--- config.mk ---
export PLATFORM = sky130hd
export DESIGN_NAME = hs_rx_fifo_flat
export DESIGN_NICKNAME = d
export VERILOG_FILES = /design/src/rtl/hs_rx_fifo_pkg.sv /design/src/rtl/hs_rx_fifo_if.sv /design/src/rtl/hs_rx_fifo_mem.sv /design/src/rtl/hs_rx_fifo.sv /design/src/flat_wrapper.sv
export SDC_FILE = /design/constraint.sdc
export NUM_CORES = 1
export LEC_CHECK = 0
export ABC_AREA = 0
export BUFFER_PORTS_ARGS = -buffer_cell sky130_fd_sc_hd__clkbuf_2
export CELL_PAD_IN_SITES_DETAIL_PLACEMENT = 0
export CELL_PAD_IN_SITES_GLOBAL_PLACEMENT = 1
export CORE_MARGIN = 4
export CORE_UTILIZATION = 37
export CTS_CLUSTER_DIAMETER = 30
export CTS_CLUSTER_SIZE = 10
export DETAILED_ROUTE_END_ITERATION = 6
export GPL_TIMING_DRIVEN = 0
export PLACE_DENSITY_LB_ADDON = 0.3
export SETUP_SLACK_MARGIN = 0.15
export SYNTH_ARGS = -nofsm -noshare
export SYNTH_HDL_FRONTEND = slang
export SYNTH_HIERARCHICAL = 1
export SYNTH_SLANG_ARGS = --single-unit
--- constraint.sdc ---
create_clock -name clk -period 4.8 [get_ports clk]
set_input_delay 0.96 -clock clk [delete_from_list [all_inputs] [get_ports clk]]
set_output_delay 0.96 -clock clk [all_outputs]
set_load 0.01 [all_outputs]
--- src/rtl/hs_rx_fifo_pkg.sv ---
// rtl/hs_rx_fifo_pkg.sv - shared constants, pointer sizing and checker error causes for hs_rx_fifo
package hs_rx_pkg;

  function automatic int ptr_w(input int depth);
    return $clog2(depth);
  endfunction

  localparam logic RST_IN_READY  = 1'b0;
  localparam logic RST_PROTO_ERR = 1'b0;

  typedef enum logic [1:0] {
    HS_ERR_NONE        = 2'd0,
    HS_ERR_VALID_DROP  = 2'd1,
    HS_ERR_DATA_CHANGE = 2'd2
  } hs_err_e;

endpackage

--- src/rtl/hs_rx_fifo_if.sv ---
// rtl/hs_rx_fifo_if.sv - valid/ready handshake link between a master and the hs_rx_fifo receiver
interface hs_rx_fifo_if #(
  parameter int DATA_WIDTH = 8
);
  logic [DATA_WIDTH-1:0] in_data;
  logic                  in_valid;
  logic                  in_ready;

  modport master (output in_data, output in_valid, input in_ready);
  modport slave  (input in_data, input in_valid, output in_ready);
endinterface

--- src/rtl/hs_rx_fifo_mem.sv ---
// rtl/hs_rx_fifo_mem.sv - DEPTH x DATA_WIDTH register array, synchronous write, asynchronous read
module hs_rx_fifo_mem
  import hs_rx_pkg::*;
#(
  parameter int DATA_WIDTH = 8,
  parameter int DEPTH      = 4
) (
  input  logic                          clk,
  input  logic                          we,
  input  logic [ptr_w(DEPTH)-1:0]       waddr,
  input  logic [DATA_WIDTH-1:0]         wdata,
  input  logic [ptr_w(DEPTH)-1:0]       raddr,
  output logic [DATA_WIDTH-1:0]         rdata
);
  logic [DATA_WIDTH-1:0] mem_q [DEPTH];

  // Storage is deliberately left out of reset; validity is tracked by the occupancy count.
  always_ff @(posedge clk) begin
    if (we) begin
      mem_q[waddr] <= wdata;
    end
  end

  assign rdata = mem_q[raddr];
endmodule

--- src/rtl/hs_rx_fifo.sv ---
// rtl/hs_rx_fifo.sv - handshake receiver with FWFT FIFO; optional checker under HS_RX_FIFO_PROTO_CHECK_EN
module hs_rx_fifo
  import hs_rx_pkg::*;
#(
  parameter int DATA_WIDTH = 8,
  parameter int DEPTH      = 4,
  parameter int AFULL_LVL  = DEPTH - 1
) (
  input  logic                    clk,
  input  logic                    rst,
  hs_rx_fifo_if.slave             hs,
  output logic                    rd_valid,
  output logic [DATA_WIDTH-1:0]   rd_data,
  input  logic                    rd_en,
  output logic [$clog2(DEPTH):0]  count,
  output logic                    almost_full,
  output logic                    proto_err
);
  localparam int PW = ptr_w(DEPTH);
  localparam int CW = PW + 1;
  localparam logic [CW-1:0] DEPTH_C = CW'(DEPTH);
  localparam logic [CW-1:0] AFULL_C = CW'(AFULL_LVL);

  logic [PW-1:0] wr_ptr_q, wr_ptr_d;
  logic [PW-1:0] rd_ptr_q, rd_ptr_d;
  logic [CW-1:0] count_q, count_d;
  logic          in_ready_q, in_ready_d;
  logic          push, pop;

  always_comb begin
    push       = hs.in_valid && in_ready_q;
    pop        = rd_en && (count_q != '0);
    wr_ptr_d   = push ? wr_ptr_q + PW'(1) : wr_ptr_q;
    rd_ptr_d   = pop  ? rd_ptr_q + PW'(1) : rd_ptr_q;
    count_d    = count_q;
    case ({push, pop})
      2'b10:   count_d = count_q + CW'(1);
      2'b01:   count_d = count_q - CW'(1);
      default: count_d = count_q;
    endcase
    // Ready looks ahead at the next occupancy so a pop on a full cycle reopens the link one edge later.
    in_ready_d = (count_d != DEPTH_C);
  end

  always_ff @(posedge clk) begin
    if (!rst) begin
      wr_ptr_q   <= '0;
      rd_ptr_q   <= '0;
      count_q    <= '0;
      in_ready_q <= RST_IN_READY;
    end else begin
      wr_ptr_q   <= wr_ptr_d;
      rd_ptr_q   <= rd_ptr_d;
      count_q    <= count_d;
      in_ready_q <= in_ready_d;
    end
  end

  hs_rx_fifo_mem #(
    .DATA_WIDTH (DATA_WIDTH),
    .DEPTH      (DEPTH)
  ) u_mem (
    .clk   (clk),
    .we    (push),
    .waddr (wr_ptr_q),
    .wdata (hs.in_data),
    .raddr (rd_ptr_q),
    .rdata (rd_data)
  );

  assign hs.in_ready  = in_ready_q;
  assign rd_valid     = (count_q != '0);
  assign count        = count_q;
  assign almost_full  = (count_q >= AFULL_C);

`ifdef HS_RX_FIFO_PROTO_CHECK_EN
  logic                  prev_valid_q, prev_valid_d;
  logic                  prev_ready_q, prev_ready_d;
  logic [DATA_WIDTH-1:0] prev_data_q, prev_data_d;
  logic                  proto_err_q, proto_err_d;
  hs_err_e               err_cause;

  // A stalled transfer (valid high, ready low last cycle) must keep valid and data stable.
  always_comb begin
    err_cause = HS_ERR_NONE;
    if (prev_valid_q && !prev_ready_q) begin
      if (!hs.in_valid) begin
        err_cause = HS_ERR_VALID_DROP;
      end else if (hs.in_data != prev_data_q) begin
        err_cause = HS_ERR_DATA_CHANGE;
      end
    end
    prev_valid_d = hs.in_valid;
    prev_ready_d = in_ready_q;
    prev_data_d  = hs.in_data;
    proto_err_d  = proto_err_q || (err_cause != HS_ERR_NONE);
  end

  always_ff @(posedge clk) begin
    if (!rst) begin
      prev_valid_q <= 1'b0;
      prev_ready_q <= 1'b0;
      prev_data_q  <= '0;
      proto_err_q  <= RST_PROTO_ERR;
    end else begin
      prev_valid_q <= prev_valid_d;
      prev_ready_q <= prev_ready_d;
      prev_data_q  <= prev_data_d;
      proto_err_q  <= proto_err_d;
    end
  end

  assign proto_err = proto_err_q;
`else
  assign proto_err = RST_PROTO_ERR;
`endif
endmodule

--- src/flat_wrapper.sv ---
// flat-port wrapper written by rule: the top's interface ports become plain ports
module hs_rx_fifo_flat import hs_rx_pkg::*;
#(
  parameter int DATA_WIDTH = 8,
  parameter int DEPTH      = 4,
  parameter int AFULL_LVL  = DEPTH - 1
)
  (clk, rst, rd_valid, rd_data, rd_en, count, almost_full, proto_err, hs_in_data, hs_in_valid, hs_in_ready);
  hs_rx_fifo_if #(.DATA_WIDTH(DATA_WIDTH)) hs_i ();
  input  logic clk;
  input  logic rst;
  output logic rd_valid;
  output logic [DATA_WIDTH-1:0] rd_data;
  input  logic rd_en;
  output logic [$clog2(DEPTH):0] count;
  output logic almost_full;
  output logic proto_err;
  input wire logic [$bits(hs_i.in_data)-1:0] hs_in_data;
  input wire logic [$bits(hs_i.in_valid)-1:0] hs_in_valid;
  output wire logic [$bits(hs_i.in_ready)-1:0] hs_in_ready;
  assign hs_i.in_data = hs_in_data;
  assign hs_i.in_valid = hs_in_valid;
  assign hs_in_ready = hs_i.in_ready;
  hs_rx_fifo #(.DATA_WIDTH(DATA_WIDTH), .DEPTH(DEPTH), .AFULL_LVL(AFULL_LVL)) u_core (.clk(clk), .rst(rst), .hs(hs_i), .rd_valid(rd_valid), .rd_data(rd_data), .rd_en(rd_en), .count(count), .almost_full(almost_full), .proto_err(proto_err));
endmodule
# After elaboration in Yosys (flattened, before gate mapping)
# Memories as Yosys holds them, arrays and structs flattened. A register that Yosys moved wholly into a read port is not among the register bits.
# Cells that the tools add are included.
word_totals:
  register_bits: 8
  latch_bits: 0
  ramBits: 32
  mem_bits_ro: 0
  in_bits: 12
  out_inout_bits: 15
  elab_cells: 21
  mem_count: 1
classes:
  add_sub_neg: 4
  n_mul: 0
  div_mod_pow: 0
  n_lt_le_gt_ge: 1
  eq_ne: 3
  shifts: 0
  muxes: 5
  bitwise_logic: 0
  n_reduce_logical: 3
memory_table:
  columns: ["name", "words", "word_bits", "rd", "rd_clocked_by_memory_dff", "write_ports", "line", "rtl"]
  rows:
  - ["u_core.u_mem.mem_q", 4, 8, 1, 1, 1, "hs_rx_fifo_mem.sv:15", "logic [DATA_WIDTH-1:0] mem_q [DEPTH];"]
ops:
  columns: ["cell", "count"]
  rows:
  - ["$pmux W3 S2", 1]
  - ["$add A2 B1 Y2 const B", 2]
  - ["$mux W2", 2]
  - ["$add A3 B1 Y3 const B", 1]
  - ["$ge A3 B2 Y1 const B", 1]
  - ["$ne A3 B3 Y1 const B", 1]
  - ["$reduce_bool A3 Y1", 1]
  - ["$sub A3 B1 Y3 const B", 1]
  - ["$eq A2 B1 Y1 const B", 1]
  - ["$eq A2 B2 Y1 const B", 1]
  - ["$logic_and A1 B1 Y1", 2]
  - ["$mux W1", 2]

# Logic depth before layout (Yosys ltp)
# Gate-level depths: netlist of the first run.
logic_depth:
  ltp_word: 5
  depth_mapped: 8
  depth_no_buf: 7

# Modules after synthesis
# The synthesis of the first run kept the hierarchy.
modules_own_cells:
  columns: ["module", "n_inst", "cells_per_inst", "area_each_um2", "seq_area_each_um2"]
  rows:
  - ["hs_rx_fifo_mem", 1, 46, 1188.6, 960.9]
  - ["hs_rx_fifo", 1, 47, 444.2, 160.2]

# Worst setup path before layout of the first run
# No wires, ideal clock.
synth_path:
  path_kind: "input-to-reg"
  start: "input rd_en"
  end: "register u_core.count_q[2] (netlist: u_core/count[2])"
  setup_ps: 70
  arrival_time_ps: 2242
  t_required_ps: 4730
  slack_ps: 2488
  path_stages: 7
  n_path_buf: 0
  cell_sequence: "o31a_4 ha_1 inv_1 fa_1 xor2_1 or3_1 a21oi_1"
synth_between:
  elab_chain_cells: 3
  word_cells_on_any_way: 4
  classes_between: "eq/ne: 2; mux: 1; reduce/logical: 1"
synth_lines:
  columns: ["element", "line", "rtl"]
  rows:
  - ["start: declaration", "flat_wrapper.sv:14", "input logic rd_en;"]
  - ["$logic_and A1 B1 Y1 (*)", "hs_rx_fifo.sv:32", "pop = rd_en && (count_q != '0);"]
  - ["$eq A2 B1 Y1 or $eq A2 B2 Y1 (tied branches)", "hs_rx_fifo.sv:36", "case ({push, pop})"]
  - ["$pmux W3 S2 (*)", "hs_rx_fifo.sv:36", null]
  - ["end signal: assignment", "hs_rx_fifo.sv:54", "count_q <= count_d;"]
  - ["end: declaration", "hs_rx_fifo.sv:26", "logic [CW-1:0] count_q, count_d;"]
# Every way passes the cells marked *; elsewhere a longest branch is shown, timed or not.
# A chain may end at the register's enable or synchronous reset.

==> qor.yml, run 1 <==
critical_path:
  r2r-start: "u_core/count[2]"
  cp.required_ps: 3840
  arrival_ps: 1600
  r2r-end: "u_core/count[2]"
  worstSetupPathType: "reg -> out"
  end_kind: "primary output"
  reg2reg_slack_ps: 2780
  start_kind: "flop"
  reg2regPathDepth: 7
  path_max_fanout: 8
clocking:
  cts_hold_buf: 0
  insertion_delay_ps: 290
  cts_made_buffers: 5
  cts_resized: 0
  h-tree-depth: 2
  cts_sinks: 40
  cts_tree: "done"
  postCtsSetupBuffers: 0
  cts-root-buf: "clkbuf_8"
  cts.path.max_buffers: 2
  path_clk_slew_ps: 70
job:
  cap_violations: 0
logic_synthesis:
  syn_nets: 107
  synth_top_area_share_pct: 58.9
  yosysUniqueCellTypes: 28
  synth_seq_area_share_pct: 68.7
  syn-cell-area_sq_um: 1630
  synthCells: 93
  synth-edff-count: 32
  yosysWarnings: 6
  yosys.cell_count.top_type: "edfxtp_1"
  yosys.area.top_type: "edfxtp_1"
  synth_area_per_cell_sq_um: 17.6
  ys_ff_latch: 40
  synthTopCellsByArea: "edfxtp_1 59%, mux4_2 11%, dfxtp_1 9.8%, xor2_1 2.7%, o311ai_4 1.6%"
  async_reset_ff_share_pct: 0
  synth-main-ff-cell: "edfxtp_1"
  synthTopCellsByCount: "32 x edfxtp_1, 8 x dfxtp_1, 8 x mux4_2"
timing:
  finalHoldViolCount: 0
  period_share_pct: 53.4
  rsz0062_at_grt: "no"
  fmax_mhz: 390
  period_needed_ps: 2560
  layout_setup_ws_ps: 2240
  fin_worst_skew_ps: 7.07
  setup_viol: 0
  finalMaxSlewViolations: 0
  tns_ps: 0
  tightest_slew_ps: 763
  relSlewSlack_pct: 48.9
run_status:
  outcome: "finished, final reports clean"
grt:
  grt_pass1_wl_mm: 4.24
  antenna_found_initial: 0
  grt_start_max_net_pins: 14
  first_global_vias: 907
  grtUsageTotal_pct: 10.9
  overflow: 0
pwr:
  p_int_mw: 0.696
  p_sw_mw: 0.330
  sw_frac_of_total_pct: 32.2
  ir_drop_uv: 219
  p_per_area_nw_per_um2: 536
  clock_power_share_pct: 21.1
  p_leak_nw: 0.707
  pwr-share-seq_pct: 45.9
  comb_power_share_pct: 33.0
worst_hold_path:
  hold_start: "u_core/rd_ptr_q[1]"
  holdPathStages: 2
  hp-class: "reg -> reg"
  hold_end: "u_core/rd_ptr_q[1]"
layout:
  fillCellCount: 403
  fin_nets: 139
  syn2layout_area_growth_pct: 17.2
  antenna_cells: 0
  drive_gt1_share_pct: 39.7
route:
  drtPass1Iterations: 4
  drt_iter0_markers: 28
  wl_per_cell_um: 15.5
  via_per_inst: 4.91
  drc: 0
  dr_total_vias: 864
  wl_mm: 2.72
  ant_nets: 0
placed_design:
  port-buffer-count: 25
  place_ws_ps: 1870
  dp_hpwl_mm: 1.87
  gp_congestion: 0.712
die:
  initial_core_util_pct: 39.4
  die_y_um: 74.4
  row_count: 23
  die_w_um: 74.4
  dieArea_sq_um: 5540
  core_sq_um: 4140
  ios: 27
-- power by group through the flow --
stage / combinational (mW) / clock (mW) / sequential (mW)
global placement: 0.341 / 0 / 0.475
global route: 0.380 / 0.240 / 0.477
detailed placement: 0.348 / 0 / 0.479
CTS: 0.349 / 0.226 / 0.471
floorplan: 0.236 / 0 / 0.477
finish: 0.339 / 0.217 / 0.471
-- cells in the final DEF (no fill, tap or decap), types with 3 or more instances in the layout --
cell and count:
dfxtp_1 8, clkbuf_8 5, clkbuf_2 26, edfxtp_1 32
mux4_2 8, inv_1 6, o21ai_0 3, nor2_1 5
xor2_1 5
-- per-layer routing --
metal	share of wire (%)	GRT usage [%]	vias up
met5	0	0	-
met4	0.37	4.74	0
met3	5.7	4.19	2
met2	54	18.5	25
met1	40	12.1	418
li1	-	-	419
-- area by class of cell --
class	count	area, sq um	share of cell area (%)
multi-input combinational	43	459	24.0
clock buffer	5	68.8	3.60
timing repair buffer	25	125	6.54
sequential	40	1120	58.6
tap	50	62.6	3.27
inverter	6	22.5	1.18
clock inverter	3	18.8	0.981
buffer	4	35.0	1.83
-- worst max-delay path by stage --
stage                     cells after the start                        to          startpoint  slack (ps)
after floorplan                               7           u_core/count[2]               rd_en        2490
after global placement                        4  u_core/u_mem/mem_q[0][5]         hs_in_valid        2010
after detailed placement                      4  u_core/u_mem/mem_q[0][4]         hs_in_valid        1870
after CTS                                     4  u_core/u_mem/mem_q[0][1]         hs_in_valid        2180
after global routing                          3                rd_data[0]  u_core/rd_ptr_q[0]        2150
final                                         3                rd_data[0]  u_core/rd_ptr_q[0]        2240
-- cells by family after synthesis --
logic type               count (synthesis)  share of synthesized area, %
XOR/XNOR                                 6                          3.22
multiplexers                             8                          11.0
AO/OA/AOI/OAI                           10                          5.82
AND/OR/NAND/NOR                         16                          5.52
flip-flops                              40                          68.7
adder cells (fa/ha/maj)                  2                          1.99
buffers and inverters                   10                          3.52
other                                    1                         0.230
-- per-stage QoR --
stage	utilization (%)	area (sq um)	hold slack (ps)	power, mW	cells
2_1_floorplan	-	1630	478	0.713	93
3_3_place_gp	43.9	1820	494	0.815	168
3_5_place_dp	43.9	1820	516	0.827	168
4_1_cts	46.0	1910	535	1.05	176
5_1_grt	46.2	1910	565	1.10	176
6_report	46.2	1910	527	1.03	176
-- state kept, by name, summed over array words and instances, names as in the netlist --
signal and cells:
u_core/wr_ptr_q 2, u_core/hs.in_ready 1, u_core/u_mem/mem_q 32, u_core/count 3, u_core/rd_ptr_q 2
-- worst max-delay path: stages, from the launching register on --
cell	delay, ps
dfxtp_1	440
buf_6	200
mux4_2	520
clkbuf_2	150
Power figures use the tool's default switching activity.
==> run 2, diff against run 1 <==
- ABC_AREA: 0 -> 1
- clock period: 4.8 -> 2.35 ns (I/O delays scaled with it)
==> qor.yml, run 2 <==
run_status:
  outcome: "finished, final reports clean"
die:
  ios: 27
  initial_core_util_pct: 38.3
  dieArea_sq_um: 6080
  core_sq_um: 4720
  die_w_um: 78.0
  row_count: 25
  die_y_um: 78.0
logic_synthesis:
  yosys.area.top_type: "edfxtp_1"
  synth-main-ff-cell: "edfxtp_1"
  yosysWarnings: 6
  synthTopCellsByCount: "49 x nand2_1, 45 x inv_1, 32 x edfxtp_1"
  syn-cell-area_sq_um: 1810
  synthCells: 190
  synth_top_family_by_area: "simple AND/OR/NAND/NOR gates"
  synth_area_per_cell_sq_um: 9.53
  synth-xor-area-share_pct: 0.484
  synth_mux_area_share_pct: 0
  synth-edff-count: 32
  async_reset_ff_share_pct: 0
  synthTopCellsByArea: "edfxtp_1 53%, nand2_1 10%, inv_1 9.3%, dfxtp_1 8.8%, nand3_1 4.7%"
  ys_ff_latch: 40
  synth_compound_area_share_pct: 1.94
  syn_nets: 204
  yosysUniqueCellTypes: 22
  synth_seq_area_share_pct: 61.9
  yosys.area_share.simple_pct: 20.6
  synth_top_area_share_pct: 53.1
  yosys.cell_count.top_type: "nand2_1"
  yosys.area_share.adder_pct: 1.80
timing:
  holdWs_ps: 394
  layout_setup_ws_ps: 401
  rsz0062_at_grt: "no"
  tightest_slew_ps: 1240
  finalMaxSlewViolations: 0
  period_needed_ps: 1950
  period_share_pct: 82.9
  setup_viol: 0
  finalHoldViolCount: 0
  tns_ps: 0
  fmax_mhz: 513
  relSlewSlack_pct: 16.6
  fin_worst_skew_ps: 5.86
layout:
  largest_register: "u_core/u_mem/mem_q"
  drive_gt1_share_pct: 22.4
  final_common_cell: "nand2_1"
  design_area_sq_um: 2120
  instances_no_fill: 290
  largest_reg_flops: 32
  layout_common_cells: "49 x nand2_1, 45 x inv_1, 32 x edfxtp_1"
  fillCellCount: 477
  syn2layout_area_growth_pct: 16.9
  fin_nets: 236
  antenna_cells: 0
critical_path:
  crit_top_cell: "inv_1"
  crit_family: "simple AND/OR/NAND/NOR gates"
  end_kind: "flop"
  start_kind: "flop"
  cp_slowest_stage_delay_ps: 950
  path_cells: "nand2_1, inv_1, inv_1, nor3_1"
  cpMaxStageDelayCell: "nor3_1"
  path_buf_inv: 2
  worstSetupPathType: "reg -> reg"
  cp.required_ps: 2250
  path_max_fanout: 8
  arrival_ps: 1850
clocking:
  insertion_delay_ps: 290
  h-tree-depth: 2
  cts_hold_buf: 0
  cts_resized: 0
  cts_sinks: 40
  cts_tree: "done"
  path_clk_slew_ps: 70
  postCtsSetupBuffers: 0
  cts.path.max_buffers: 2
  cts-root-buf: "clkbuf_8"
  cts_made_buffers: 5
pwr:
  p_int_mw: 1.27
  sw_frac_of_total_pct: 34.3
  p_per_area_nw_per_um2: 915
  clock_power_share_pct: 21.8
  ir_drop_uv: 376
  p_leak_nw: 0.990
  pwr-share-seq_pct: 44.3
  comb_power_share_pct: 33.9
  p_sw_mw: 0.665
grt:
  grt_start_max_net_pins: 13
  overflow: 0
  grt_pass1_wl_mm: 5.36
  first_global_vias: 1121
  antenna_found_initial: 0
  grtUsageTotal_pct: 11.7
placed_design:
  dp_cells: 282
  dp_hpwl_mm: 2.23
  place_ws_ps: 51.9
  gp_congestion: 0.710
  dpl-instance-area_sq_um: 2020
  port-buffer-count: 25
route:
  drc: 0
  drtPass1Iterations: 4
  via_per_inst: 4.04
  drt_iter0_markers: 42
  dr_total_vias: 1171
  wl_mm: 3.18
  ant_nets: 0
  wl_per_cell_um: 11.0
worst_hold_path:
  hp-class: "in -> reg"
job:
  cap_violations: 0
==> run 2: cell types whose count changed after synthesis, moves of 4 or more <==
cell     previous run  this run
nand2_1             2        49
inv_1               6        45
nand3_1             1        17
mux4_2              8         0
nor3_1              0         4
inv_2               0         5
xor2_1              5         0
==> run 2: routing by layer <==
layer	wire length [um]	share of wire [%]	track usage, %
met4	49	1.5	4.72
met1	1520	48	14.7
met3	129	4.1	3.71
met5	0	0	0
met2	1480	46	18.8
==> run 2: area by class of cell <==
| type | count | area [sq um] | area share, % |
|---|---|---|---|
| tap | 67 | 83.8 | 3.96 |
| clock buffer | 5 | 68.8 | 3.25 |
| clock inverter | 3 | 13.8 | 0.650 |
| sequential | 40 | 1120 | 53.0 |
| inverter | 51 | 194 | 9.16 |
| multi-input combinational | 94 | 468 | 22.1 |
| timing repair buffer | 25 | 125 | 5.91 |
| buffer | 5 | 42.5 | 2.01 |
==> run 2: cell families (layout without fill, tap and decap cells) <==
kind of cell / Yosys count / after routing
xor+xnor: 1 / 1
simple gates: 83 / 83
flops: 40 / 40
compound gates: 7 / 7
other cells: 1 / 1
fa+ha+maj: 2 / 2
buf+inv: 56 / 89
==> run 2: power groups by stage <==
stage | Sequential [mW] | Clock, mW | Combinational [mW]
3_5_place_dp | 0.874 | 0 | 0.664
2_1_floorplan | 0.880 | 0 | 0.442
5_1_grt | 0.865 | 0.466 | 0.743
6_report | 0.858 | 0.423 | 0.657
3_3_place_gp | 0.873 | 0 | 0.662
4_1_cts | 0.858 | 0.439 | 0.669
==> run 2: stage by stage <==
| stage | total power, mW | utilization, % |
|---|---|---|
| after floorplan | 1.32 | - |
| after global placement | 1.54 | 42.8 |
| after detailed placement | 1.54 | 42.8 |
| after CTS | 1.97 | 44.5 |
| after global routing | 2.07 | 44.8 |
| final | 1.94 | 44.8 |
==> run 2: worst paths after layout <==
path,from,to,slack [ps],cells after the start
worst min-delay path,hs_in_data[0],u_core/u_mem/mem_q[3][0],390,1
worst max register to register,u_core/hs.in_ready,u_core/u_mem/mem_q[1][2],400,4
worst min register to register,u_core/wr_ptr_q[1],u_core/wr_ptr_q[1],520,2
worst max-delay path,u_core/hs.in_ready,u_core/u_mem/mem_q[1][2],400,4
